===== config.mk =====
export PLATFORM = sky130hd
export DESIGN_NAME = conv_addr_gen
export DESIGN_NICKNAME = d
export VERILOG_FILES = /design/src/rtl/conv_addr_gen.sv
export SDC_FILE = /design/constraint.sdc
export NUM_CORES = 1
export LEC_CHECK = 0
export BUFFER_PORTS_ARGS = -buffer_cell sky130_fd_sc_hd__buf_2
export CORE_AREA = 2 2 208 169
export DETAILED_ROUTE_END_ITERATION = 7
export DIE_AREA = 0 0 210 171
export GPL_ROUTABILITY_DRIVEN = 0
export HOLD_SLACK_MARGIN = 0.08
export PLACE_DENSITY = 0.54
export SLEW_MARGIN = 30
export SYNTH_ARGS = -nofsm -noshare
export SYNTH_HDL_FRONTEND = slang
export SYNTH_SLANG_ARGS = --single-unit

===== constraint.sdc =====
create_clock -name clk -period 5.02 [get_ports clk]
set_clock_uncertainty 0.15 [all_clocks]
set_input_delay 0.502 -clock clk [delete_from_list [all_inputs] [get_ports clk]]
set_output_delay 0.502 -clock clk [all_outputs]
set_load 0.02 [all_outputs]

===== src/rtl/conv_addr_gen.sv =====
// Convolution address sequencer. It walks kernel, output row/col and kernel taps, emitting one
// (in_addr, wt_addr) beat per MAC. Define CONV_ADDR_GEN_ABORT_EN to let a falling start abort a run.
module conv_addr_gen #(
    parameter int AWIDTH = 16
) (
    input  logic              clk,
    input  logic              reset_n,
    input  logic              start,
    input  logic [2:0]        kern_cols,
    input  logic [7:0]        cols,
    input  logic [2:0]        kerns,
    input  logic [7:0]        stride,
    input  logic              kern_addr_mode,
    input  logic [7:0]        result_cols,
    output logic              done,
    output logic              addr_valid,
    input  logic              addr_ready,
    output logic [AWIDTH-1:0] in_addr,
    output logic [AWIDTH-1:0] wt_addr,
    output logic [2:0]        kern_idx,
    output logic              win_last,
    output logic              run_last
);

    typedef enum logic [1:0] {IDLE, RUN, DONE} state_t;

    localparam logic [AWIDTH-1:0] ONE = AWIDTH'(1);

    state_t state, state_nxt;

    logic start_q, rise, accept, abort, fire, empty_cfg;
    logic load, advance, finish;

    logic [2:0]        cfg_k, cfg_n;
    logic [7:0]        cfg_w, cfg_s, cfg_r;
    logic              cfg_mode;
    logic [AWIDTH-1:0] row_step;
    logic [15:0]       step_prod;

    logic [2:0]        kx, ky;
    logic [7:0]        col, row;
    logic [AWIDTH-1:0] row_base, col_base, tap_base, kern_base;

    logic [2:0]        kx_nxt, ky_nxt, kern_nxt;
    logic [7:0]        col_nxt, row_nxt;
    logic [AWIDTH-1:0] row_base_nxt, col_base_nxt, tap_base_nxt, kern_base_nxt;
    logic [AWIDTH-1:0] in_nxt, wt_nxt;
    logic              win_last_nxt, run_last_nxt;

    assign rise      = start & ~start_q;
    assign accept    = rise && (state != RUN);
    assign fire      = addr_valid & addr_ready;
    assign empty_cfg = (kern_cols == 3'd0) || (kerns == 3'd0) || (result_cols == 8'd0);

    // Row step S*W is formed once per run from the configuration, never per beat.
    assign step_prod = 16'(stride) * 16'(cols);

`ifdef CONV_ADDR_GEN_ABORT_EN
    assign abort = (state == RUN) && start_q && !start;
`else
    assign abort = 1'b0;
`endif

    always_comb begin
        // NOTE: every signal driven here gets a default first, so no path can infer a latch.
        state_nxt = state;
        load      = 1'b0;
        advance   = 1'b0;
        finish    = 1'b0;
        case (state)
            IDLE, DONE: begin
                if (rise) begin
                    state_nxt = empty_cfg ? DONE : RUN;
                    load      = !empty_cfg;
                end
            end
            RUN: begin
                if (abort) begin
                    state_nxt = IDLE;
                end else if (fire) begin
                    if (run_last) begin
                        state_nxt = DONE;
                        finish    = 1'b1;
                    end else begin
                        advance = 1'b1;
                    end
                end
            end
            default: state_nxt = IDLE;
        endcase
    end

    // Next beat: taps advance linearly, window/row/kernel steps reload from the base accumulators.
    always_comb begin
        kx_nxt        = kx + 3'd1;
        ky_nxt        = ky;
        col_nxt       = col;
        row_nxt       = row;
        kern_nxt      = kern_idx;
        row_base_nxt  = row_base;
        col_base_nxt  = col_base;
        tap_base_nxt  = tap_base;
        kern_base_nxt = kern_base;
        in_nxt        = in_addr + ONE;
        wt_nxt        = wt_addr + ONE;
        if (kx == cfg_k - 3'd1) begin
            kx_nxt = '0;
            if (ky != cfg_k - 3'd1) begin
                ky_nxt       = ky + 3'd1;
                tap_base_nxt = tap_base + AWIDTH'(cfg_w);
                in_nxt       = tap_base_nxt;
            end else begin
                ky_nxt = '0;
                wt_nxt = kern_base;
                if (col != cfg_r - 8'd1) begin
                    col_nxt      = col + 8'd1;
                    col_base_nxt = col_base + AWIDTH'(cfg_s);
                end else begin
                    col_nxt = '0;
                    if (row != cfg_r - 8'd1) begin
                        row_nxt      = row + 8'd1;
                        row_base_nxt = row_base + row_step;
                    end else begin
                        row_nxt      = '0;
                        kern_nxt     = kern_idx + 3'd1;
                        row_base_nxt = '0;
                        // Linear weights: the next kernel starts right after the last tap.
                        if (!cfg_mode) begin
                            kern_base_nxt = wt_addr + ONE;
                            wt_nxt        = kern_base_nxt;
                        end
                    end
                    col_base_nxt = row_base_nxt;
                end
                tap_base_nxt = col_base_nxt;
                in_nxt       = col_base_nxt;
            end
        end
        win_last_nxt = (kx_nxt == cfg_k - 3'd1) && (ky_nxt == cfg_k - 3'd1);
        run_last_nxt = win_last_nxt && (col_nxt == cfg_r - 8'd1) &&
                       (row_nxt == cfg_r - 8'd1) && (kern_nxt == cfg_n - 3'd1);
    end

    always_ff @(posedge clk or negedge reset_n) begin
        if (!reset_n) begin
            state      <= IDLE;
            start_q    <= 1'b0;
            cfg_k      <= '0;
            cfg_n      <= '0;
            cfg_w      <= '0;
            cfg_s      <= '0;
            cfg_r      <= '0;
            cfg_mode   <= 1'b0;
            row_step   <= '0;
            kx         <= '0;
            ky         <= '0;
            col        <= '0;
            row        <= '0;
            row_base   <= '0;
            col_base   <= '0;
            tap_base   <= '0;
            kern_base  <= '0;
            done       <= 1'b0;
            addr_valid <= 1'b0;
            in_addr    <= '0;
            wt_addr    <= '0;
            kern_idx   <= '0;
            win_last   <= 1'b0;
            run_last   <= 1'b0;
        end else begin
            // NOTE: non-blocking assignments so every flop samples the pre-edge values.
            state   <= state_nxt;
            start_q <= start;
            if (accept) begin
                cfg_k    <= kern_cols;
                cfg_n    <= kerns;
                cfg_w    <= cols;
                cfg_s    <= stride;
                cfg_r    <= result_cols;
                cfg_mode <= kern_addr_mode;
                row_step <= AWIDTH'(step_prod);
            end
            if (load) begin
                addr_valid <= 1'b1;
                kx         <= '0;
                ky         <= '0;
                col        <= '0;
                row        <= '0;
                row_base   <= '0;
                col_base   <= '0;
                tap_base   <= '0;
                kern_base  <= '0;
                in_addr    <= '0;
                wt_addr    <= '0;
                kern_idx   <= '0;
                // First-beat flags come straight from the inputs being latched this edge.
                win_last   <= (kern_cols == 3'd1);
                run_last   <= (kern_cols == 3'd1) && (result_cols == 8'd1) && (kerns == 3'd1);
            end else if (advance) begin
                kx        <= kx_nxt;
                ky        <= ky_nxt;
                col       <= col_nxt;
                row       <= row_nxt;
                row_base  <= row_base_nxt;
                col_base  <= col_base_nxt;
                tap_base  <= tap_base_nxt;
                kern_base <= kern_base_nxt;
                in_addr   <= in_nxt;
                wt_addr   <= wt_nxt;
                kern_idx  <= kern_nxt;
                win_last  <= win_last_nxt;
                run_last  <= run_last_nxt;
            end else if (finish || abort) begin
                addr_valid <= 1'b0;
            end
            if (load) begin
                done <= 1'b0;
            end else if (finish || (accept && empty_cfg)) begin
                done <= 1'b1;
            end
        end
    end

endmodule


# Word-level counts from Yosys, hierarchy flattened
# Index checks and enable logic that the tools add are counted.
[totals] ram_bits=0 out_inout_bits=39 mem_bits_ro=0 input_bits=35 ff_bits=175 n_memories=0 word_cells=163 latch_bits=0
[classes] n_lt_le_gt_ge=0 n_reduce_logical=26 n_mux=75 n_bitwise=3 n_mul=1 eq_ne=21 div_mod_pow=0 addsub=13 n_shift=0
[op_table] operator="16-bit two-way mux" count=29
[op_table] operator="8-bit two-way mux" count=11
[op_table] operator="3-bit two-way mux" count=13
[op_table] operator="16-bit by 1-bit adder with 16-bit output, second input constant" count=2
[op_table] operator="16-bit by 8-bit adder with 16-bit output" count=2
[op_table] operator="1-bit two-way mux" count=17
[op_table] operator="16-bit adder" count=1
[op_table] operator="8-bit by 1-bit adder with 8-bit output, second input constant" count=2
[op_table] operator="8-bit equality test" count=2
[op_table] operator="8-bit by 8-bit multiplier with 16-bit output" count=1
[op_table] operator="8-bit inequality test" count=2
[op_table] operator="3-bit equality test" count=4
[op_table] operator="2-bit inequality test, second input constant" count=6
[op_table] operator="3-bit by 1-bit adder with 3-bit output, second input constant" count=3
[op_table] operator="8-bit by 1-bit equality test with 1-bit output, second input constant" count=1
[op_table] operator="1-bit logical AND" count=8
[op_table] operator="8-bit zero test" count=1
[op_table] operator="2-bit two-way mux" count=4
[op_table] operator="2-bit nonzero test" count=4
[op_table] operator="8-bit by 1-bit subtractor with 8-bit output, second input constant" count=1
[op_table] operator="3-bit by 1-bit equality test with 1-bit output, second input constant" count=2
[op_table] operator="3-bit zero test" count=2
[op_table] operator="3-bit AND reduction" count=2
[op_table] operator="3-bit by 1-bit subtractor with 3-bit output, second input constant" count=2
[op_table] operator="13 further kinds" count=17

# Longest topological paths before layout
# Gate-level depths: netlist (run 1).
[depth] depth_word=11 ltp_mapped=20 depth_no_buf=20

# Worst setup path before layout (run 1)
# No wires, ideal clock.
[synth_path] path_type="in2reg" startpoint="in cols[2]" endpoint="reg row_step[15]" path_buffers=0 setup_time_ps=137 arrival_ps=4365 slack_ps=368 required_ps=4733 path_stages=18 cell_sequence="and2_1 > fa_1 > inv_1 > fa_1 > inv_1 > fa_1 > inv_1 > fa_1 > inv_1 > ha_1 > a21boi_0 > o21ai_0 > a21boi_0 > o21ai_0 > a21oi_1 > o41ai_1 > xnor2_1 > o21ai_0"
[synth_via] elab_chain_len=1
[synth_rtl] element="start: declaration" line_no="10" text="input logic [7:0] cols,"
[synth_rtl] element="8-bit by 8-bit multiplier with 16-bit output" line_no="56" text="assign step_prod = 16'(stride) * 16'(cols);"
[synth_rtl] element="end signal: assignment" line_no="181" text="row_step <= AWIDTH'(step_prod);"
[synth_rtl] element="end: declaration" line_no="37" text="logic [AWIDTH-1:0] row_step;"
# No other way between the ends.
# A chain may end at the register's enable or synchronous reset.

# Worst setup path after layout (run 1)
# Ends and elaborated chain as after synthesis.

==> results.toml, run 1 <==
[outcome]
status = "complete, no violations"

[routing]
ant_nets = 0
drc = 0
vias = 10800
drtPass1Iterations = 5
viasPerCell = 5.40
first_iter_violations = 808
wl_mm = 35.2
wl_per_cell_um = 17.7

[cells_and_area]
nNetsFinal = 1687
areaGrowthSynthToFinish_pct = 12.8
num_antenna_cells = 0
fin_util_pct = 43.1
drive_above_1_share_pct = 13.8
final_common_cell = "nand2_1"
layout_common_cells = "nand2_1, dfrtp_1, o21ai_0"

[logic_synthesis]
synth_top_area_share_pct = 33.6
synth_ff_type = "dfrtp_1"
syn_nets = 1608
synth_cell_type_count = 82
synth-async-reset-ratio_pct = 100
netlist_area_um2 = 13000
ys_seq_area_share_pct = 33.6
synth_seq_cells = 175
synth_edf_count = 0
yosysTopAreaCell = "dfrtp_1"
yosysWarnings = 0
syn_avg_cell_area_um2 = 8.94
synthTopCellsByArea = "dfrtp_1, ha_1, fa_1, nand2_1, xnor2_1"
synthCells = 1457

[worst_hold_path]
hp-start = "kern_addr_mode"
hold_class = "in2reg"
hold_depth = 2
worstHoldEndpoint = "cfg_mode$_DFFE_PN0P_"

[global_route]
grt_max_degree = 108
grt_util_all_layers_pct = 20.7
grt_pass1_vias = 10600
gr-total-overflow = 0
antenna_found_initial = 0
grt_pass1_wl_mm = 58.2

[setup_path]
critPathLaunchType = "input port"
cp-end-kind = "register"
path_class = "in2reg"
critPathSlowestCell = "fa_1"
r2r_end = "run_last$_DFFE_PN0P_"
r2r_slack_ps = 750
slowest_delay_ps = 540
r2r_start = "cfg_k[0]$_DFFE_PN0P_"
worst_ep_required_time_ps = 5200
rr_worst_depth = 12
cp.arrival_ps = 4910
cp_max_fo = 7
worstPathCellList = "buf_2 > and2_1 > fa_1 > inv_1 > fa_1 > inv_1 > fa_1 > inv_1 > fa_1 > inv_1 > ha_1 > a21boi_0 > o21ai_0 > a21boi_0 > o21ai_0 > a21oi_1 > o41ai_2 > xnor2_1 > o21ai_0"

[cts]
clk_latency_ps = 460
h-tree-depth = 4
cts.sink_count = 175
cts_tree = "built"
cts_root_buffer = "clkbuf_16"
cts.path.max_buffers = 2
post_cts_buffers = 0
cts_buffers = 17
clk_pin_slew_ps = 80

[sta]
rsz0062_at_grt = "false"
slew_viol_final = 0
worstMarginPinSlew_ps = 904
timing.hold.ws_ps = 135
fin_crit_ps = 4730
setup_viol = 0
final_hold_viol_count = 0
fmax_mhz = 211
setup_tns_ps = 0
relSlewSlack_pct = 39.8
post-route-period-util_pct = 94.3

[die]
initial_utilization_pct = 38.2
rows = 61
die_y_um = 171
dieArea_um2 = 35900
coreArea_um2 = 34100
io_pins = 74
dieWidth_um = 210

[placed_design]
port_buffers = 73
post-dp-hpwl_mm = 26.1

[power]
ir_drop_mv = 0.195
powerDensity_nw_per_um2 = 423
leakage_nw = 7.03
total_power_mw = 6.22

[run]
maxCapViolations = 0
-- where the power goes --
group          internal [mW]  switching (mW)
Clock                  0.731           0.669
Combinational           1.19            1.63
Sequential              1.66           0.324
Total                   3.59            2.63
-- area by class of cell --
type                            count  area (um^2)
Sequential cell                   175         4380
Timing Repair Buffer              124          763
Clock inverter                     13          144
Inverter                           92          345
Tap cell                          441          552
Multi-Input combinational cell   1126         8060
Fill cell                        3361        19400
Clock buffer                       19          453
-- sequential cells by signal (all words and copies together) (netlist names), 2 cells and up --
name and count:
ky 3, row_step 16, cfg_k 3, in_addr 16, row 8, kx 3
wt_addr 16, cfg_n 3, state 2, kern_idx 3, col_base 16, cfg_w 8
cfg_r 8, col 8, kern_base 16, row_base 16, cfg_s 8, tap_base 16
-- kinds of logic (layout without fill, tap and decap cells) --
| logic type | after synthesis | after routing | share of synthesized area, % |
|---|---|---|---|
| multiplexers | 40 | 40 | 3.44 |
| XOR/XNOR | 112 | 112 | 8.31 |
| flip-flops | 175 | 175 | 33.6 |
| AO/OA/AOI/OAI | 343 | 343 | 16.7 |
| buffers and inverters | 156 | 248 | 4.69 |
| AND/OR/NAND/NOR | 515 | 515 | 19.9 |
| adder cells (fa/ha/maj) | 116 | 116 | 13.4 |
-- through the flow --
stage | worst slack [ps] | std cells | cell area [um^2]
detailed placement | -210 | 1956 | 14100
global placement | -102 | 1956 | 14100
CTS | 275 | 1990 | 14700
finish | 287 | 1990 | 14700
floorplan | 368 | 1457 | 13000
global route | 33.6 | 1990 | 14700
-- synth_stat cells (all sizes together) (5+ instances only) --
| cell type | number |
|---|---|
| ha | 77 |
| clkbuf | 49 |
| o211ai | 15 |
| nand4 | 12 |
| xnor2 | 68 |
| inv | 92 |
| a22o | 7 |
| nand2 | 193 |
| and3 | 24 |
| mux2i | 5 |
| a211o | 5 |
| mux2 | 35 |
| o22ai | 8 |
| xor2 | 38 |
| dfrtp | 175 |
| o21a | 5 |
| buf | 15 |
| o31ai | 9 |
| a21o | 18 |
| o211a | 6 |
| nand3 | 49 |
| o21ai | 117 |
| and2 | 63 |
| nor3b | 11 |
| nor2 | 82 |
| o21bai | 14 |
| a31oi | 7 |
| or3 | 9 |
| nor4 | 6 |
| fa | 39 |
| nor2b | 6 |
| a21oi | 85 |
| nand2b | 10 |
| nor3 | 30 |
| xnor3 | 6 |
| a21boi | 6 |
-- worst max-delay path, delay by kind of cell --
kind / cells / cell delay [ps]
AND/OR/NAND/NOR: 1 / 180
buffers and inverters: 5 / 330
AO/OA/AOI/OAI: 7 / 1440
XOR/XNOR: 1 / 160
adder cells (fa/ha/maj): 5 / 2290
-- routing by layer --
| metal | track usage (%) | vias up | part of all wire, % |
|---|---|---|---|
| li1 | - | 5235 | - |
| met1 | 30.7 | 5285 | 52 |
| met2 | 31.0 | 205 | 42 |
| met3 | 4.20 | 26 | 4.9 |
| met4 | 4.66 | 0 | 1.1 |
| met5 | 0 | - | 0 |
-- repair_timing --
item / CTS / global route
endpoints found under the setup margin: 0 / 1
resized for setup: 0 / 1
hold buffers: 2 / 0
hold endpoints to repair: 41 / 0
-- worst max-delay path by stage --
stage	end	from	depth (start not counted)
finish	row_step[15]$_DFFE_PN0P_	cols[2]	19
global route	row_step[15]$_DFFE_PN0P_	cols[2]	19
CTS	row_step[15]$_DFFE_PN0P_	cols[2]	19
detailed placement	row_step[15]$_DFFE_PN0P_	cols[2]	19
global placement	row_step[15]$_DFFE_PN0P_	cols[2]	19
floorplan	row_step[15]$_DFFE_PN0P_	cols[2]	18
(Power assumes the default switching activity.)
==> run 2, diff against run 1 <==
--- a/config.mk
+++ b/config.mk
@@ -6,9 +6,9 @@
 export NUM_CORES = 1
 export LEC_CHECK = 0
 export BUFFER_PORTS_ARGS = -buffer_cell sky130_fd_sc_hd__buf_2
-export CORE_AREA = 2 2 208 169
+export CORE_AREA = 2 2 262 135
 export DETAILED_ROUTE_END_ITERATION = 7
-export DIE_AREA = 0 0 210 171
+export DIE_AREA = 0 0 264 137
 export GPL_ROUTABILITY_DRIVEN = 0
 export HOLD_SLACK_MARGIN = 0.08
 export PLACE_DENSITY = 0.54
==> results.toml, run 2 (synthesized netlist as in run 1, its figures left out) <==
[sta]
fin_ws_ps = 376
setup_viol = 0
fmax_mhz = 215
final_hold_viol_count = 0
rsz0062_at_grt = "false"
relSlewSlack_pct = 42.7
fin_crit_ps = 4640
timing.hold.ws_ps = 144
slew_viol_final = 0
worstMarginPinSlew_ps = 859
post-route-period-util_pct = 92.5

[routing]
wl_mm = 38.4
viasPerCell = 5.50
drtPass1Iterations = 5
first_iter_violations = 1087
ant_nets = 0
vias = 11000
wl_per_cell_um = 19.2
drc = 0

[setup_path]
cp_max_fo = 5
cp-end-kind = "register"
path_class = "in2reg"
slowest_delay_ps = 570
worstPathCellList = "buf_2 > and2_1 > fa_1 > inv_1 > fa_1 > inv_1 > fa_1 > inv_1 > fa_1 > inv_1 > ha_1 > a21boi_0 > o21ai_1 > a21boi_0 > o21ai_0 > a21oi_1 > o41ai_2 > xnor2_1 > o21ai_0"
path_buf_inv = 5
worst_ep_required_time_ps = 5180
critPathSlowestCell = "fa_1"
crit_family = "adder cells"
cp.arrival_ps = 4810
critPathLaunchType = "input port"

[global_route]
grt_max_degree = 99
grt_util_all_layers_pct = 21.9
grt_pass1_wl_mm = 60.8
antenna_found_initial = 0
gr-total-overflow = 0
grt_pass1_vias = 10300

[die]
rows = 48
coreArea_um2 = 33900
initial_utilization_pct = 38.5
io_pins = 74
dieWidth_um = 264
die_y_um = 137
dieArea_um2 = 36200

[cells_and_area]
nNetsFinal = 1689
fill_cells = 3357
drive_above_1_share_pct = 13.9
areaGrowthSynthToFinish_pct = 13.6
final_common_cell = "nand2_1"
num_antenna_cells = 0
design_area_um2 = 14800
layout_common_cells = "nand2_1, dfrtp_1, o21ai_0"

[worst_hold_path]
hold_class = "in2reg"

[cts]
cts.sink_count = 175
cts_buffers = 17
cts.path.max_buffers = 2
cts_tree = "built"
clk_pin_slew_ps = 80
cts_root_buffer = "clkbuf_16"
clk_latency_ps = 450
h-tree-depth = 4

[placed_design]
post-dp-hpwl_mm = 29.5
port_buffers = 73
place_ws_ps = -289
postPlaceCellArea_um2 = 14100

[run]
maxCapViolations = 0

[power]
ir_drop_mv = 0.240
powerDensity_nw_per_um2 = 436
leakage_nw = 7.07

[outcome]
status = "complete, no violations"
-- run 2: cell types whose count changed in the layout (fill, tap and decap cells not counted), sizes merged --
cell      before  now
clkinvlp       2    3
inv           99   97
buf          122  123
clkinv         3    2
bufinv         1    5
clkbuf        19   18
-- run 2: stage by stage --
stage	power, mW	util (%)	setup TNS, ps	instances
final	6.45	43.7	0	2001
after global routing	6.91	43.7	0	2001
after CTS	6.44	43.6	0	2001
after detailed placement	4.87	41.6	-479	1967
after global placement	4.83	41.6	-317	1967
after floorplan	4.02	-	0	1457
-- run 2: final cells by class --
| type | count | area (um^2) | share of cell area (%) |
|---|---|---|---|
| Tap cell | 450 | 563 | 3.81 |
| Sequential cell | 175 | 4380 | 29.6 |
| Clock inverter | 15 | 233 | 1.57 |
| Inverter | 92 | 345 | 2.33 |
| Multi-Input combinational cell | 1126 | 8060 | 54.5 |
| Timing Repair Buffer | 126 | 790 | 5.34 |
| Clock buffer | 17 | 425 | 2.88 |
-- run 2: worst paths after layout --
path	slack, ps	from	to	cells after the start
setup / recovery	380	cols[2]	row_step[15]$_DFFE_PN0P_	19
hold / removal	140	kern_addr_mode	cfg_mode$_DFFE_PN0P_	2
setup reg to reg	800	cfg_r[1]$_DFFE_PN0P_	run_last$_DFFE_PN0P_	11
hold reg to reg	330	kern_base[9]$_DFFE_PN0P_	kern_base[9]$_DFFE_PN0P_	2
max in group asynchronous	3170	reset_n	wt_addr[11]$_DFFE_PN0P_	3
min in group asynchronous	550	reset_n	row_step[0]$_DFFE_PN0P_	2
-- run 2: metal layers --
metal | track usage, % | up-vias | part of all wire [%]
met5 | 0 | - | 0
met4 | 3.60 | 0 | 0.61
met3 | 5.11 | 21 | 8.4
met2 | 26.6 | 371 | 35
met1 | 37.2 | 5376 | 56
li1 | - | 5237 | -
-- run 2: power breakdown --
group          switching, mW  internal [mW]
Clock                  0.652          0.894
Combinational           1.72           1.19
Sequential             0.324           1.66
Total                   2.70           3.75
-- run 2: what timing repair did --
action	in CTS	in global routing
endpoints found under the setup margin	0	1
hold buffers	2	0
buffers inserted	0	0
hold endpoints to repair	83	0
resized for setup	0	2
==> run 3, diff against run 2 <==
==> constraint.sdc (replaced) <==
create_clock -name clk -period 5.02 [get_ports clk]
set_clock_uncertainty 0.15 [all_clocks]
set_input_delay 1.004 -clock clk [delete_from_list [all_inputs] [get_ports clk]]
set_output_delay 1.004 -clock clk [all_outputs]
set_load 0.02 [all_outputs]
==> results.toml, run 3 (synthesized netlist as in run 1, its figures left out) <==
[routing]
vias = 11100
wl_per_cell_um = 19.5
drc = 0
viasPerCell = 5.51
wl_mm = 39.2
ant_nets = 0
first_iter_violations = 1083
drtPass1Iterations = 5

[cts]
cts_buffers = 17
cts_tree = "built"
cts_root_buffer = "clkbuf_16"
h-tree-depth = 4
cts.sink_count = 175
cts.path.max_buffers = 2
clk_latency_ps = 450
clk_pin_slew_ps = 70

[die]
dieWidth_um = 264
coreArea_um2 = 33900
die_y_um = 137
initial_utilization_pct = 38.5
io_pins = 74
dieArea_um2 = 36200
rows = 48

[worst_hold_path]
hp-start = "kern_base[6]$_DFFE_PN0P_"
worstHoldEndpoint = "kern_base[6]$_DFFE_PN0P_"
hold_depth = 2
hold_class = "reg2reg"

[cells_and_area]
areaGrowthSynthToFinish_pct = 14.7
fill_cells = 3351
layout_common_cells = "nand2_1, dfrtp_1, o21ai_0"
design_area_um2 = 14900
num_antenna_cells = 0
seq_area_um2 = 4380
fin_util_pct = 44.1
nNetsFinal = 1703
final_common_cell = "nand2_1"
stdcell_count = 2013
multi_input_area_um2 = 8140
drive_above_1_share_pct = 15.7

[sta]
slew_viol_final = 0
fin_crit_ps = 4930
final_hold_viol_count = 0
worstMarginPinSlew_ps = 871
post-route-period-util_pct = 98.2
relSlewSlack_pct = 41.9
fin_ws_ps = 88.0
fmax_mhz = 203
setup_tns_ps = 0
setup_viol = 0

[global_route]
grt_pass1_wl_mm = 61.4
grt_util_all_layers_pct = 22.2
grt_pass1_vias = 10300
grt_max_degree = 98
antenna_found_initial = 0
gr-total-overflow = 0

[setup_path]
cp-end-kind = "register"
rr_worst_depth = 11
critPathLaunchType = "input port"
r2r_start = "cfg_r[1]$_DFFE_PN0P_"
cp.arrival_ps = 5110
path_class = "in2reg"
critPathLaunch = "cols[2]"
r2r_end = "run_last$_DFFE_PN0P_"
cp_max_fo = 4
r2r_slack_ps = 740
worst_ep_required_time_ps = 5200

[run]
maxCapViolations = 0

[power]
ir_drop_mv = 0.219
powerDensity_nw_per_um2 = 436
leakage_nw = 7.15

[outcome]
status = "complete, no violations"

[placed_design]
port_buffers = 73
place_ws_ps = -586
postPlaceCellArea_um2 = 14200
post-dp-hpwl_mm = 30.1
placedCellCount = 1979
run 3: cell count changes in the layout (fill, tap and decap cells not counted), sizes merged:
| cell | previous run | this run |
|---|---|---|
| buf | 123 | 138 |
| bufinv | 5 | 4 |
| clkbuf | 18 | 20 |
| dlygate4sd3 | 2 | 0 |
| clkinv | 2 | 3 |
| clkinvlp | 3 | 1 |
| inv | 97 | 96 |
run 3: power breakdown:
part           switching, mW  leakage [nW]  total [mW]  internal [mW]
combinational           1.79          4.51        3.04           1.25
sequential             0.334          2.33        2.00           1.67
clock                  0.620         0.305        1.47          0.848
total                   2.74          7.15        6.51           3.77
run 3: through the flow:
step	hold WS, ps	power (mW)
floorplan	296	4.03
global placement	307	4.86
detailed placement	313	4.90
CTS	330	6.41
global route	353	6.94
finish	326	6.51
run 3: cell type report:
class	instances	share of cell area (%)
clock buffers	18	2.94
inverters	92	2.31
flip-flops and latches	175	29.3
multi-input cells	1126	54.5
clock inverters	12	1.23
repair buffers	140	5.91
well taps	450	3.77
run 3: worst max-delay path, stage by stage:
cell and delay (ps):
buf_2 120, and2_1 170, fa_2 400, fa_1 480, inv_1 50, fa_1 500
fa_1 540, inv_1 40, ha_1 300, inv_1 100, o21ai_2 90, a21oi_4 170
nand2b_4 150, a21boi_2 60, o31a_1 330, o41ai_2 350, xnor2_1 160, o21ai_1 80
run 3: worst max-delay path by stage:
stage | endpoint | slack, ps | cells after the start
after global placement | row_step[15]$_DFFE_PN0P_ | -540 | 20
final | row_step[14]$_DFFE_PN0P_ | 90 | 18
after floorplan | row_step[15]$_DFFE_PN0P_ | -20 | 18
after CTS | row_step[14]$_DFFE_PN0P_ | 40 | 20
after detailed placement | row_step[15]$_DFFE_PN0P_ | -590 | 20
after global routing | row_step[14]$_DFFE_PN0P_ | -40 | 19
run 3: what timing repair did:
action	4_1_cts	5_1_grt
resized for setup	4	22
hold buffers	0	0
pin swaps	2	14
endpoints found under the setup margin	3	4
setup buffers	2	2
run 3: routing by layer:
metal	GRT usage (%)	wire length [um]
met5	0.946	45
met4	4.70	378
met3	5.00	3440
met2	26.8	13900
met1	37.7	21500
